[src/rtl/bias_unit_vec.sv]
// Multi-column bias stage with a double-buffered (active/shadow) bias bank and one-cycle registered add.
// Optional macro BIAS_SAT_EN: saturating add plus a per-column sat_flag_out; otherwise the add wraps.
module bias_unit_vec #(
    parameter int DATA_W = 16,
    parameter int N_COLS = 4
) (
    input  logic                       clk,
    input  logic                       rst,
    input  logic                       bias_load_start,
    input  logic                       bias_load_valid,
    input  logic [DATA_W-1:0]          bias_load_data,
    input  logic                       bias_swap,
    output logic                       bias_busy,
    output logic                       bias_load_done,
    output logic                       bias_shadow_ready,
    input  logic [N_COLS-1:0]          sys_valid_in,
    input  logic [N_COLS*DATA_W-1:0]   sys_data_in,
    output logic [N_COLS-1:0]          z_valid_out,
    output logic [N_COLS*DATA_W-1:0]   z_data_out
`ifdef BIAS_SAT_EN
    ,
    output logic [N_COLS-1:0]          sat_flag_out
`endif
);

    localparam int CNT_W = (N_COLS > 1) ? $clog2(N_COLS) : 1;
    localparam logic [CNT_W-1:0] LAST_IDX = CNT_W'(N_COLS - 1);

    typedef enum logic {
        IDLE = 1'b0,
        LOAD = 1'b1
    } state_e;

    state_e            state_q, state_d;
    logic [CNT_W-1:0]  cnt_q, cnt_d;
    logic              ready_q, ready_d;
    logic              done_q, done_d;
    logic [DATA_W-1:0] shadow_q [N_COLS];
    logic [DATA_W-1:0] active_q [N_COLS];

    logic              beat_accept;
    logic [CNT_W-1:0]  wr_idx;
    logic              last_beat;
    logic              swap_ok;

    // A start restarts the vector, so a beat arriving with it always lands in column 0.
    always_comb begin
        // NOTE: every combinational output gets a default first so no path leaves it unassigned (no latches).
        beat_accept = bias_load_valid && (bias_load_start || (state_q == LOAD));
        wr_idx      = bias_load_start ? '0 : cnt_q;
        last_beat   = beat_accept && (wr_idx == LAST_IDX);
        swap_ok     = bias_swap && (state_q == IDLE) && ready_q && !bias_load_start;

        state_d = state_q;
        cnt_d   = cnt_q;
        ready_d = ready_q;
        done_d  = last_beat;

        if (bias_load_start || (state_q == LOAD)) begin
            state_d = last_beat ? IDLE : LOAD;
        end

        if (bias_load_start) begin
            cnt_d   = '0;
            ready_d = 1'b0;
        end
        if (beat_accept) begin
            cnt_d = last_beat ? '0 : wr_idx + CNT_W'(1);
        end

        if (last_beat) begin
            ready_d = 1'b1;
        end
        if (swap_ok) begin
            ready_d = 1'b0;
        end
    end

    // NOTE: sequential state uses non-blocking assignments only, so every register samples pre-edge values.
    always_ff @(posedge clk or posedge rst) begin
        if (rst) begin
            state_q <= IDLE;
            cnt_q   <= '0;
            ready_q <= 1'b0;
            done_q  <= 1'b0;
        end else begin
            state_q <= state_d;
            cnt_q   <= cnt_d;
            ready_q <= ready_d;
            done_q  <= done_d;
        end
    end

    // NOTE: the bias banks are tiny register files and must read as zero after reset, so they are reset explicitly.
    always_ff @(posedge clk or posedge rst) begin
        if (rst) begin
            for (int i = 0; i < N_COLS; i++) begin
                shadow_q[i] <= '0;
                active_q[i] <= '0;
            end
        end else begin
            if (beat_accept) begin
                shadow_q[wr_idx] <= bias_load_data;
            end
            if (swap_ok) begin
                active_q <= shadow_q;
            end
        end
    end

    assign bias_busy         = (state_q == LOAD);
    assign bias_load_done    = done_q;
    assign bias_shadow_ready = ready_q;

    // Per-column datapath; reads the active bank before any swap on the same edge takes effect.
    for (genvar c = 0; c < N_COLS; c++) begin : g_col
        logic [DATA_W-1:0] d_in;
        logic [DATA_W-1:0] b_in;
        logic [DATA_W-1:0] result;
        logic              zv_q;
        logic [DATA_W-1:0] zd_q;

        assign d_in = sys_data_in[c*DATA_W +: DATA_W];
        assign b_in = active_q[c];

`ifdef BIAS_SAT_EN
        logic [DATA_W:0] sum;
        logic            ovf;
        logic            sat_q;

        assign sum    = {d_in[DATA_W-1], d_in} + {b_in[DATA_W-1], b_in};
        assign ovf    = sum[DATA_W] ^ sum[DATA_W-1];
        assign result = !ovf ? sum[DATA_W-1:0]
                      : (sum[DATA_W] ? {1'b1, {(DATA_W-1){1'b0}}}
                                     : {1'b0, {(DATA_W-1){1'b1}}});

        always_ff @(posedge clk or posedge rst) begin
            if (rst) begin
                sat_q <= 1'b0;
            end else begin
                sat_q <= sys_valid_in[c] && ovf;
            end
        end
        assign sat_flag_out[c] = sat_q;
`else
        assign result = d_in + b_in;
`endif

        always_ff @(posedge clk or posedge rst) begin
            if (rst) begin
                zv_q <= 1'b0;
                zd_q <= '0;
            end else begin
                zv_q <= sys_valid_in[c];
                zd_q <= sys_valid_in[c] ? result : '0;
            end
        end

        assign z_valid_out[c]                = zv_q;
        assign z_data_out[c*DATA_W +: DATA_W] = zd_q;
    end

endmodule

[config.mk]
export PLATFORM = sky130hd
export DESIGN_NAME = bias_unit_vec
export DESIGN_NICKNAME = d
export VERILOG_FILES = /design/src/rtl/bias_unit_vec.sv
export SDC_FILE = /design/constraint.sdc
export NUM_CORES = 1
export LEC_CHECK = 0
export ABC_AREA = 1
export BUFFER_PORTS_ARGS = -buffer_cell sky130_fd_sc_hd__buf_2
export CAP_MARGIN = 5
export CORE_MARGIN = 5
export CORE_UTILIZATION = 55
export DETAILED_ROUTE_END_ITERATION = 6
export GPL_ROUTABILITY_DRIVEN = 0
export HOLD_SLACK_MARGIN = 0.02
export PLACE_DENSITY = 0.78
export SLEW_MARGIN = 20
export SYNTH_ARGS = -nofsm -noshare
export SYNTH_HDL_FRONTEND = slang
export SYNTH_SLANG_ARGS = --single-unit
[constraint.sdc]
create_clock -name clk -period 18.8 [get_ports clk]
set_clock_uncertainty 0.2 [all_clocks]
set_input_delay 0.94 -clock clk [delete_from_list [all_inputs] [get_ports clk]]
set_output_delay 0.94 -clock clk [all_outputs]
set_load 0.1 [all_outputs]
Word-level counts from Yosys, hierarchy flattened
Cells that the tools add are included.
{ "word_totals": {"output_inout_bits": 71, "wordCells": 53, "register_bits": 201, "latch_bits": 0, "input_bits": 89, "n_memories": 0, "ram_bits": 0, "romBits": 0} }
{ "op_classes": {"magnitude_cmp": 2, "n_bitwise": 2, "div": 0, "n_eq_ne": 1, "multipliers": 0, "n_addsub": 5, "n_mux": 14, "shift": 0, "n_reduce_logical": 9} }
{ "op_table": {"columns": ["operator", "n"], "rows": [
  ["2-to-1 mux 16 bit", 5],
  ["adder 16 bit", 4],
  ["bitwise mux 64 bit", 1],
  ["demux 16 bit (select 2 bit)", 1],
  ["logical AND 1 bit", 6],
  ["2-to-1 mux 2 bit", 3],
  ["2-to-1 mux 1 bit", 4],
  [">= comparator 3 bit, second input constant", 1],
  ["less-than comparator 3 x 1 -> 1 bit, second input constant", 1],
  ["inverter 2 -> 3 bit", 1],
  ["nonzero test 3 bit", 1],
  ["adder 2 x 1 -> 2 bit, second input constant", 1],
  ["== test 2 bit, second input constant", 1],
  ["zero test 1 bit", 1],
  ["logical OR 1 bit", 1],
  ["inverter 1 bit", 1]
]} }

Longest topological paths before layout
Gate-level depths: netlist of the first run.
{ "logic_depth": {"depth_word": 7, "mapped_depth": 12, "depth_no_buf": 12} }

Worst setup path after synthesis of the first run
OpenSTA, ideal clock, no wires.
{ "synth_path": {"path_kind": "input -> register", "from": "input sys_data_in[0]", "to": "register g_col[0].zd_q[8]", "n_path_buf": 0, "arrival_ns": 2.005, "cell_stages": 11, "setup_slack_ns": 16.478, "setup_time_ns": 0.117, "t_required_ns": 18.483, "path_cell_list": "ha_1 > inv_1 > fa_1 > inv_1 > nand3_1 > nand3_1 > inv_1 > nor2_1 > nor2_1 > nor2_1 > nor2_1"} }
{ "synth_via": {"elab_chain_len": 2} }
{ "synth_lines": {"columns": ["item", "line_no", "rtl"], "rows": [
  ["from (decl)", "17", "input logic [N_COLS*DATA_W-1:0] sys_data_in,"],
  ["adder 16 bit", "146", "assign result = d_in + b_in;"],
  ["2-to-1 mux 16 bit", "155", "zd_q <= sys_valid_in[c] ? result : '0;"],
  ["to (signal assigned)", "155", null],
  ["to (decl)", "121", "logic [DATA_W-1:0] zd_q;"]
]} }
No other way between the ends.
A chain may end at the register's enable or synchronous reset.

Final worst setup path of the first run
{ "layout_path": {"from": "input bias_load_start", "to": "register active_q, in the netlist g_col[1].b_in[1]"} }
{ "layout_via": {"elab_chain_len": 2} }
{ "layout_lines": {"columns": ["item", "line_no", "rtl"], "rows": [
  ["from (decl)", "9", "input logic bias_load_start,"],
  ["zero test 1 bit", "52", "swap_ok = bias_swap && (state_q == IDLE) && ready_q && !bias_load_start;"],
  ["logical AND 1 bit", "52", null],
  ["to (signal assigned)", "106", "active_q <= shadow_q;"],
  ["to (decl)", "39", "logic [DATA_W-1:0] active_q [N_COLS];"]
]} }
No other way between the ends.

==> results of run 1 <==
-- kinds of logic (layout without fill, tap and decap cells) --
kind of cell    after synthesis  count (layout)  synth area share (%)
simple gates                700             700                  26.2
buf+inv                     264             429                  10.2
flops                       201             201                  46.9
compound gates              166             166                  7.84
fa+ha+maj                    68              68                  8.21
xor+xnor                      9               9                 0.735
-- per-layer routing --
metal	up-vias	part of all wire, %	track usage (%)
li1	4619	-	-
met2	225	47	36.9
met4	0	2.1	5.72
met1	4063	45	29.3
met5	-	0	0
met3	35	5.8	3.36
-- critical path: cells and delay by family --
family	cells	cell delay [ns]
compound gates	1	0.18
buf+inv	3	1.36
simple gates	1	0.83
-- metrics by stage --
stage | power, mW | std cells
floorplan | 0.666 | 1408
CTS | 1.18 | 1838
global placement | 0.709 | 1800
detailed placement | 0.714 | 1800
global route | 1.23 | 1838
finish | 1.17 | 1838
-- final cells by class --
cell class                      instances  share of cell area (%)
Clock buffer                           28                    5.02
Clock inverter                         10                    1.25
Inverter                              231                    7.03
Multi-Input combinational cell        943                    37.1
Sequential cell                       201                    40.4
Tap cell                              265                    2.67
Timing Repair Buffer                  160                    6.46
-- sequential cells by signal (all words and copies together), names as in the netlist --
register and count:
cnt_q 2, bias_load_done 1, g_col.zd_q 64, g_col.b_in 64, shadow_q 64, bias_busy 1
bias_shadow_ready 1, g_col.zv_q 4
-- synth_stat cells (2+ instances only) --
master    number  area (um^2)
nor2_1        88          330
nand4_1        8         50.1
fa_1           4         80.1
xnor2_1        8         70.1
buf_4         22          165
inv_1        229          860
o21ai_0      100          500
nand3b_1       8         60.1
inv_2          2         7.51
clkbuf_1       2         7.51
or2_1          4         25.0
nand3_1       37          185
and2_2         4         30.0
nand2_1      525         1970
dfrtp_1      201         5030
nand2_2       12         75.1
ha_1          64          801
o21ai_1        2         10.0
a21oi_1       61          305
nor3_1        12         60.1
buf_2          8         40.0
-- worst paths after layout --
kind / from / endpoint / slack [ns] / cells past startpoint
worst max-delay path: bias_load_start / g_col[1].b_in[1] / 15.61 / 5
worst min-delay path: shadow_q[19] / g_col[2].b_in[3] / 0.27 / 2
worst max register to register: bias_busy / g_col[1].b_in[1] / 15.79 / 4
worst min register to register: shadow_q[19] / g_col[2].b_in[3] / 0.27 / 2
max in group asynchronous: rst / g_col[1].b_in[3] / 16.55 / 3
min in group asynchronous: rst / g_col[0].zd_q[13] / 0.39 / 2
-- where the power goes --
part	total, mW	switching [mW]	internal [mW]
Combinational	0.190	0.142	0.0484
Sequential	0.519	0.0266	0.492
Clock	0.459	0.170	0.289
Total	1.17	0.339	0.829
==> flow_summary.ini, run 1 <==
[route]
ant_nets = 0
drt_pre_antenna_iters = 5
initialDrtViolationCount = 658
wirelength_um = 24000
wl_per_cell_um = 13.1
drc = 0
vias = 8942
routed_via_density = 4.87

[synth]
ys_types = 28
syn_area_um2 = 10700
synth_edf_count = 0
synth-main-ff-cell = dfrtp_1
synth_nets = 1565
synth_cells = 1408
syn_area_per_cell_um2 = 7.62
ys_ff_latch = 201
async_reset_ff_share_pct = 100
ys.warnings.count = 0
ys_seq_area_share_pct = 46.9

[timing]
relSlewSlack_pct = 27.4
fin_ws_ns = 15.61
finalCritPeriodShare_pct = 17.0
setup-violations-final = 0
fmax_ghz = 0.314
worst_hold_slack_ns = 0.268
fin_crit_ns = 3.19
tightest_slew_ns = 1.09
grt_setup_unrepaired = false
tns_ns = 0
finalHoldViolCount = 0
slew_viol_final = 0

[job]
max_cap_violations = 0

[setup_path]
end_kind = flip-flop
setup.worst_path.start_class = primary input
worst_path_largest_cell_delay_ns = 1.09
criticalPathCategory = in -> reg
worstPathMaxFanout = 78
slowest_stage = inv_2
crit_chain = buf_2, inv_1, nand4_4, inv_2, o21ai_0
worst_ep_required_time_ns = 18.94
cp.arrival_ns = 3.33

[cells_and_area]
multi_input_area_um2 = 4620
area_growth_pct = 16.0
num-fill-cells = 1688
final_util_pct = 64.3
diodes = 0
final_area_um2 = 12400
mostFrequentLayoutCells = nand2_1, inv_1, dfrtp_1, buf_2, o21ai_0
final_nets = 1716
register_area_um2 = 5030
final_common_cell = nand2_1
drive_above_1_share_pct = 13.9

[die]
io_pins = 160
die_y_um = 150
die_area_um2 = 22400
row_count = 51
die_x_um = 150
core_area_um2 = 19300
start_util_pct = 55.5

[global_route]
grt-ovfl-total = 0
grt_pass1_wl_um = 39800
grtUsageTotal_pct = 21.7
antenna_found_initial = 0
grt_max_degree = 126
grt_pass1_vias = 8458

[pwr]
ir_worst_vdd_mv = 0.0709
leakagePower_nw = 7.40
p_per_area_nw_per_um2 = 93.9

[clocking]
cts_resized = 0
cts_setup_buffers = 0
clk_latency_ns = 0.51
ctsLongestPathBuffers = 3
cts.clk_slew.worst_paths_ns = 0.06
clock-sinks = 201
cts_htree_levels = 1
cts_hold_buffers = 0
numCtsBuffers = 22
root_buffer = clkbuf_16
cts_tree = done

[placed_design]
hpwl_um = 17200
place_ws_ns = 15.05
io_buffers = 159
place_area_um2 = 11700

[outcome]
status = complete, no violations

[hold_path]
hp-class = reg -> reg
Power figures use the tool's default switching activity.
==> inputs of run 2 (changes only) <==
ABC_AREA = 0   (was 1)
CORE_UTILIZATION = 51   (was 55)
PLACE_DENSITY = 0.77   (was 0.78)
clock period = 2.7 ns   (was 18.8 ns; I/O delays follow)
==> run 2 against run 1 <==
First-iteration DRC count decreased by 65%. Global-route usage decreased by 0.89 points. Final area increased by 1.0%. Routed wire length decreased by 6.3%. Clock-buffer cell count increased by 3. Sequential power increased to 6.7 times the previous value. Total power increased to 6.8 times the previous value. Critical endpoint is now g_col[2].zd_q[9]. Highest routed layer unchanged.
==> flow_summary.ini, run 2 <==
[cells_and_area]
register_area_um2 = 5030
final_area_um2 = 12600
num-fill-cells = 1350
final_nets = 1204
stdcell_count = 1296
final_util_pct = 67.2
final_common_cell = dfrtp_1
mostFrequentLayoutCells = dfrtp_1, buf_2, mux2_2, dlygate4sd3_1, ha_1
multi_input_area_um2 = 4510
area_growth_pct = 29.4
drive_above_1_share_pct = 34.8
diodes = 0

[route]
drt_pre_antenna_iters = 4
wirelength_um = 22500
initialDrtViolationCount = 232
ant_nets = 0
drc = 0
routed_via_density = 5.32
vias = 6896
wl_per_cell_um = 17.4

[synth]
synth.area.top_cells = dfrtp_1, mux2_2, ha_1
ys_seq_area_share_pct = 51.8
synth_largest_area_cell = dfrtp_1
ys_types = 58
async_reset_ff_share_pct = 100
ys_ff_latch = 201
synthTopCellsByCount = dfrtp_1, mux2_2, ha_1, nor2_1, nand2_1
synth_edf_count = 0
synth_cells = 780
synth_nets = 937
yosysTopAreaCellShare_pct = 51.8
syn_area_per_cell_um2 = 12.5
yosysMostFrequentCell = dfrtp_1
syn_area_um2 = 9710
ys.warnings.count = 0
synth-main-ff-cell = dfrtp_1

[clocking]
clock-sinks = 201
cts.clk_slew.worst_paths_ns = 0.06
clk_latency_ns = 0.50
ctsLongestPathBuffers = 3
root_buffer = clkbuf_16
numCtsBuffers = 23
cts_tree = done
cts_htree_levels = 1

[pwr]
leakagePower_nw = 6.31
total_power_mw = 7.94
ir_worst_vdd_mv = 0.625
p_per_area_nw_per_um2 = 632

[setup_path]
worstPathMaxFanout = 4
end_kind = flip-flop
setup.worst_path.start_class = flip-flop
criticalPathCategory = reg -> reg
cp.arrival_ns = 2.80
worst_ep_required_time_ns = 2.93

[timing]
finalCritPeriodShare_pct = 95.2
fin_ws_ns = 0.130
fin_crit_ns = 2.57
slew_viol_final = 0
finalHoldViolCount = 0
worst_hold_slack_ns = 0.0302
setup-violations-final = 0
fmax_ghz = 0.389
tightest_slew_ns = 0.828
tns_ns = 0
grt_setup_unrepaired = false
relSlewSlack_pct = 44.7

[global_route]
grt-ovfl-total = 0
grt_max_degree = 69
grtUsageTotal_pct = 20.9
grt_pass1_vias = 7463
grt_pass1_wl_um = 37200
antenna_found_initial = 0

[placed_design]
place_area_um2 = 10800
io_buffers = 159
place_ws_ns = 0.217
dp.cells = 1160
hpwl_um = 15100

[die]
die_area_um2 = 21900
row_count = 50
io_pins = 160
die_x_um = 148
die_y_um = 148
core_area_um2 = 18700
start_util_pct = 51.9

[job]
max_cap_violations = 0

[hold_path]
hp-class = in -> reg

[outcome]
status = complete, no violations
[run 2: path summary, 6_finish.rpt]
check | startpoint | end | slack [ns] | depth (start not counted)
setup reg to reg | g_col[2].b_in[4] | g_col[2].zd_q[9] | 0.13 | 7
hold reg to reg | shadow_q[49] | g_col[0].b_in[1] | 0.29 | 2
max in group asynchronous | rst | g_col[1].zd_q[12] | 1.38 | 4
setup / recovery | g_col[2].b_in[4] | g_col[2].zd_q[9] | 0.13 | 7
hold / removal | sys_data_in[24] | g_col[1].zd_q[8] | 0.03 | 4
min in group asynchronous | rst | shadow_q[49] | 0.15 | 3
[run 2: report_power, final]
| part | total [mW] | switching (mW) | internal (mW) | leakage (nW) |
|---|---|---|---|---|
| Clock | 3.09 | 1.22 | 1.87 | 0.366 |
| Combinational | 1.36 | 0.847 | 0.515 | 3.35 |
| Sequential | 3.49 | 0.145 | 3.35 | 2.59 |
[run 2: cell type report]
type                       instances  area share, %
multi-input combinational        527           35.9
clock buffer                      31           5.14
inverter                          29          0.896
sequential                       201           40.0
clock inverter                     9          0.826
tap                              234           2.33
timing repair buffer             265           14.9
[run 2: logic make-up (layout without fill, tap and decap cells)]
group	after synthesis	after routing	synth area share, %
xor gates and xnor gates	41	41	3.70
and+or+nand+nor	161	161	8.53
muxes	132	132	15.2
buffers and inverters	52	334	2.34
adders and majority gates	68	68	9.07
AOI/OAI and AO/OA	125	125	9.38
DFF	201	201	51.8
[run 2: critical path, stage by stage (launching register included)]
cell and delay [ns]:
dfrtp_1 0.39, ha_1 0.36, nand2_1 0.15, o31ai_4 0.36, nand3_1 0.15, a211o_1 0.30
nand2_1 0.06, dlygate4sd3_1 0.55
[run 2: routing by layer]
layer	global-route usage, %	vias up	part of all wire [%]
li1	-	3288	-
met4	4.99	0	2.0
met3	3.10	39	4.2
met1	27.5	3410	43
met5	0	-	0
met2	36.4	159	51
[run 2: what timing repair did]
action / in CTS / in global routing
hold buffers: 92 / 0
resized for setup: 0 / 10
endpoints found under the setup margin: 0 / 5
setup buffers: 0 / 4
hold endpoints to repair: 164 / 0
==> inputs of run 3 (changes only) <==
ABC_AREA = unset   (was 0)
SETUP_SLACK_MARGIN = 0.4   (was unset)
==> run 3 against run 2 <==
Sequential share of layout area is 0.44 points lower. Routed wire length increased by 2.4%. Largest power group unchanged. Via count increased by 1.1%. Highest routed layer unchanged. Largest cell class unchanged. Critical path type unchanged. Global-route usage increased by 0.20 points. Flip-flop and latch count stayed put. Critical path depth is 2 higher. Critical endpoint is now g_col[3].zd_q[12].
==> flow_summary.ini, run 3 (same netlist as run 2, synthesis figures left out) <==
[global_route]
grt_pass1_vias = 7507
antenna_found_initial = 0
grt-ovfl-total = 0
grt_pass1_wl_um = 37500
grt_max_degree = 69
grtUsageTotal_pct = 21.1

[cells_and_area]
register_area_um2 = 5030
final_common_cell = dfrtp_1
num-fill-cells = 1318
final_nets = 1209
area_growth_pct = 30.8
mostFrequentLayoutCells = dfrtp_1, buf_2, mux2_2, dlygate4sd3_1, ha_1
diodes = 0
stdcell_count = 1301
final_area_um2 = 12700
drive_above_1_share_pct = 37.1
multi_input_area_um2 = 4620

[setup_path]
cpLargestDelayFamily = compound AO/OA/AOI/OAI gates
worst-path-buf-inv = 1
worstPathMaxFanout = 3
path_depth = 9
r2r_cells = 9
crit_chain = ha_2, inv_2, fa_2, nor2b_2, o211ai_1, a31oi_2, a221o_1, xnor2_1, nor2_1
crit_path_end = g_col[3].zd_q[12]
worst_path_largest_cell_delay_ns = 0.39
criticalPathCategory = reg -> reg
end_kind = flip-flop
r2r_start = g_col[3].b_in[0]
r2r_end = g_col[3].zd_q[12]
slowest_stage = a221o_1
ff2ff_setup_slack_ns = 0.39
setup.worst_path.start_class = flip-flop
crit_start = g_col[3].b_in[0]
cp.arrival_ns = 2.47
worst_ep_required_time_ns = 2.86

[outcome]
status = complete, no violations

[timing]
relSlewSlack_pct = 44.5
fin_crit_ns = 2.31
grt_setup_unrepaired = true
slew_viol_final = 0
finalCritPeriodShare_pct = 85.4
finalHoldViolCount = 0
fmax_ghz = 0.434
tightest_slew_ns = 0.831
worst_hold_slack_ns = 0.0347
setup-violations-final = 0
tns_ns = 0

[hold_path]
hp-class = in -> reg

[route]
vias = 6972
ant_nets = 0
drc = 0
drt_pre_antenna_iters = 4
wl_per_cell_um = 17.7
initialDrtViolationCount = 252
wirelength_um = 23100
routed_via_density = 5.36

[die]
die_y_um = 148
die_area_um2 = 21900
io_pins = 160
core_area_um2 = 18700
row_count = 50
die_x_um = 148
start_util_pct = 51.9

[placed_design]
place_area_um2 = 10800
dp.cells = 1160
io_buffers = 159
hpwl_um = 15100

[job]
max_cap_violations = 0

[clocking]
cts_htree_levels = 1
root_buffer = clkbuf_16
numCtsBuffers = 23
ctsLongestPathBuffers = 3
cts.clk_slew.worst_paths_ns = 0.06
cts_tree = done
clock-sinks = 201
clk_latency_ns = 0.50

[pwr]
total_power_mw = 7.96
leakagePower_nw = 6.33
p_per_area_nw_per_um2 = 626
ir_worst_vdd_mv = 0.628
## run 3: how the worst min path moves through the flow
stage | start | to | slack [ns] | depth (start not counted)
after floorplan | sys_valid_in[0] | g_col[0].zv_q | -0.03 | 0
after global placement | rst | shadow_q[49] | 0.13 | 2
after detailed placement | rst | shadow_q[49] | 0.14 | 2
after CTS | sys_data_in[24] | g_col[1].zd_q[8] | 0.02 | 4
after global routing | sys_data_in[20] | g_col[1].zd_q[4] | 0.06 | 4
final | sys_data_in[24] | g_col[1].zd_q[8] | 0.03 | 4
## run 3: repair_timing
item                                    CTS  global route
hold buffers                             88             0
pin swaps                                 7            20
buffers inserted                          3            10
resized for setup                         7            29
endpoints found under the setup margin    8            22
endpoints found under the hold margin   164             0
## run 3: tightest hold or removal path: cells and delay by family
family	cells	cell delay [ns]
adders and majority gates	1	0.22
and+or+nand+nor	1	0.15
buffers and inverters	1	0.10
AOI/OAI and AO/OA	1	0.08
## run 3: cell type report
type                    count  area share, %
flip-flops and latches    201           39.6
inverters                  29          0.886
clock buffers              31           5.08
multi-input cells         527           36.4
well taps                 234           2.30
repair buffers            270           15.0
clock inverters             9          0.817
## run 3: per-stage QoR
stage                     util [%]  setup slack (ns)
final                         67.9             0.394
after global routing          67.9             0.267
after CTS                     66.9             0.369
after detailed placement      57.8             0.217
after global placement        57.8             0.342
after floorplan                  -            -0.237
## run 3: power by group
group	internal [mW]	switching [mW]
combinational	0.521	0.856
clock	1.87	1.22
sequential	3.35	0.147
## run 3: metal layers
metal	wire [um]	share of wire, %	GRT usage, %	vias to the layer above
li1	-	-	-	3305
met3	954	4.1	3.19	41
met1	9810	42	27.8	3468
met2	11900	51	36.8	158
met5	0	0	0	-
met4	455	2.0	4.99	0
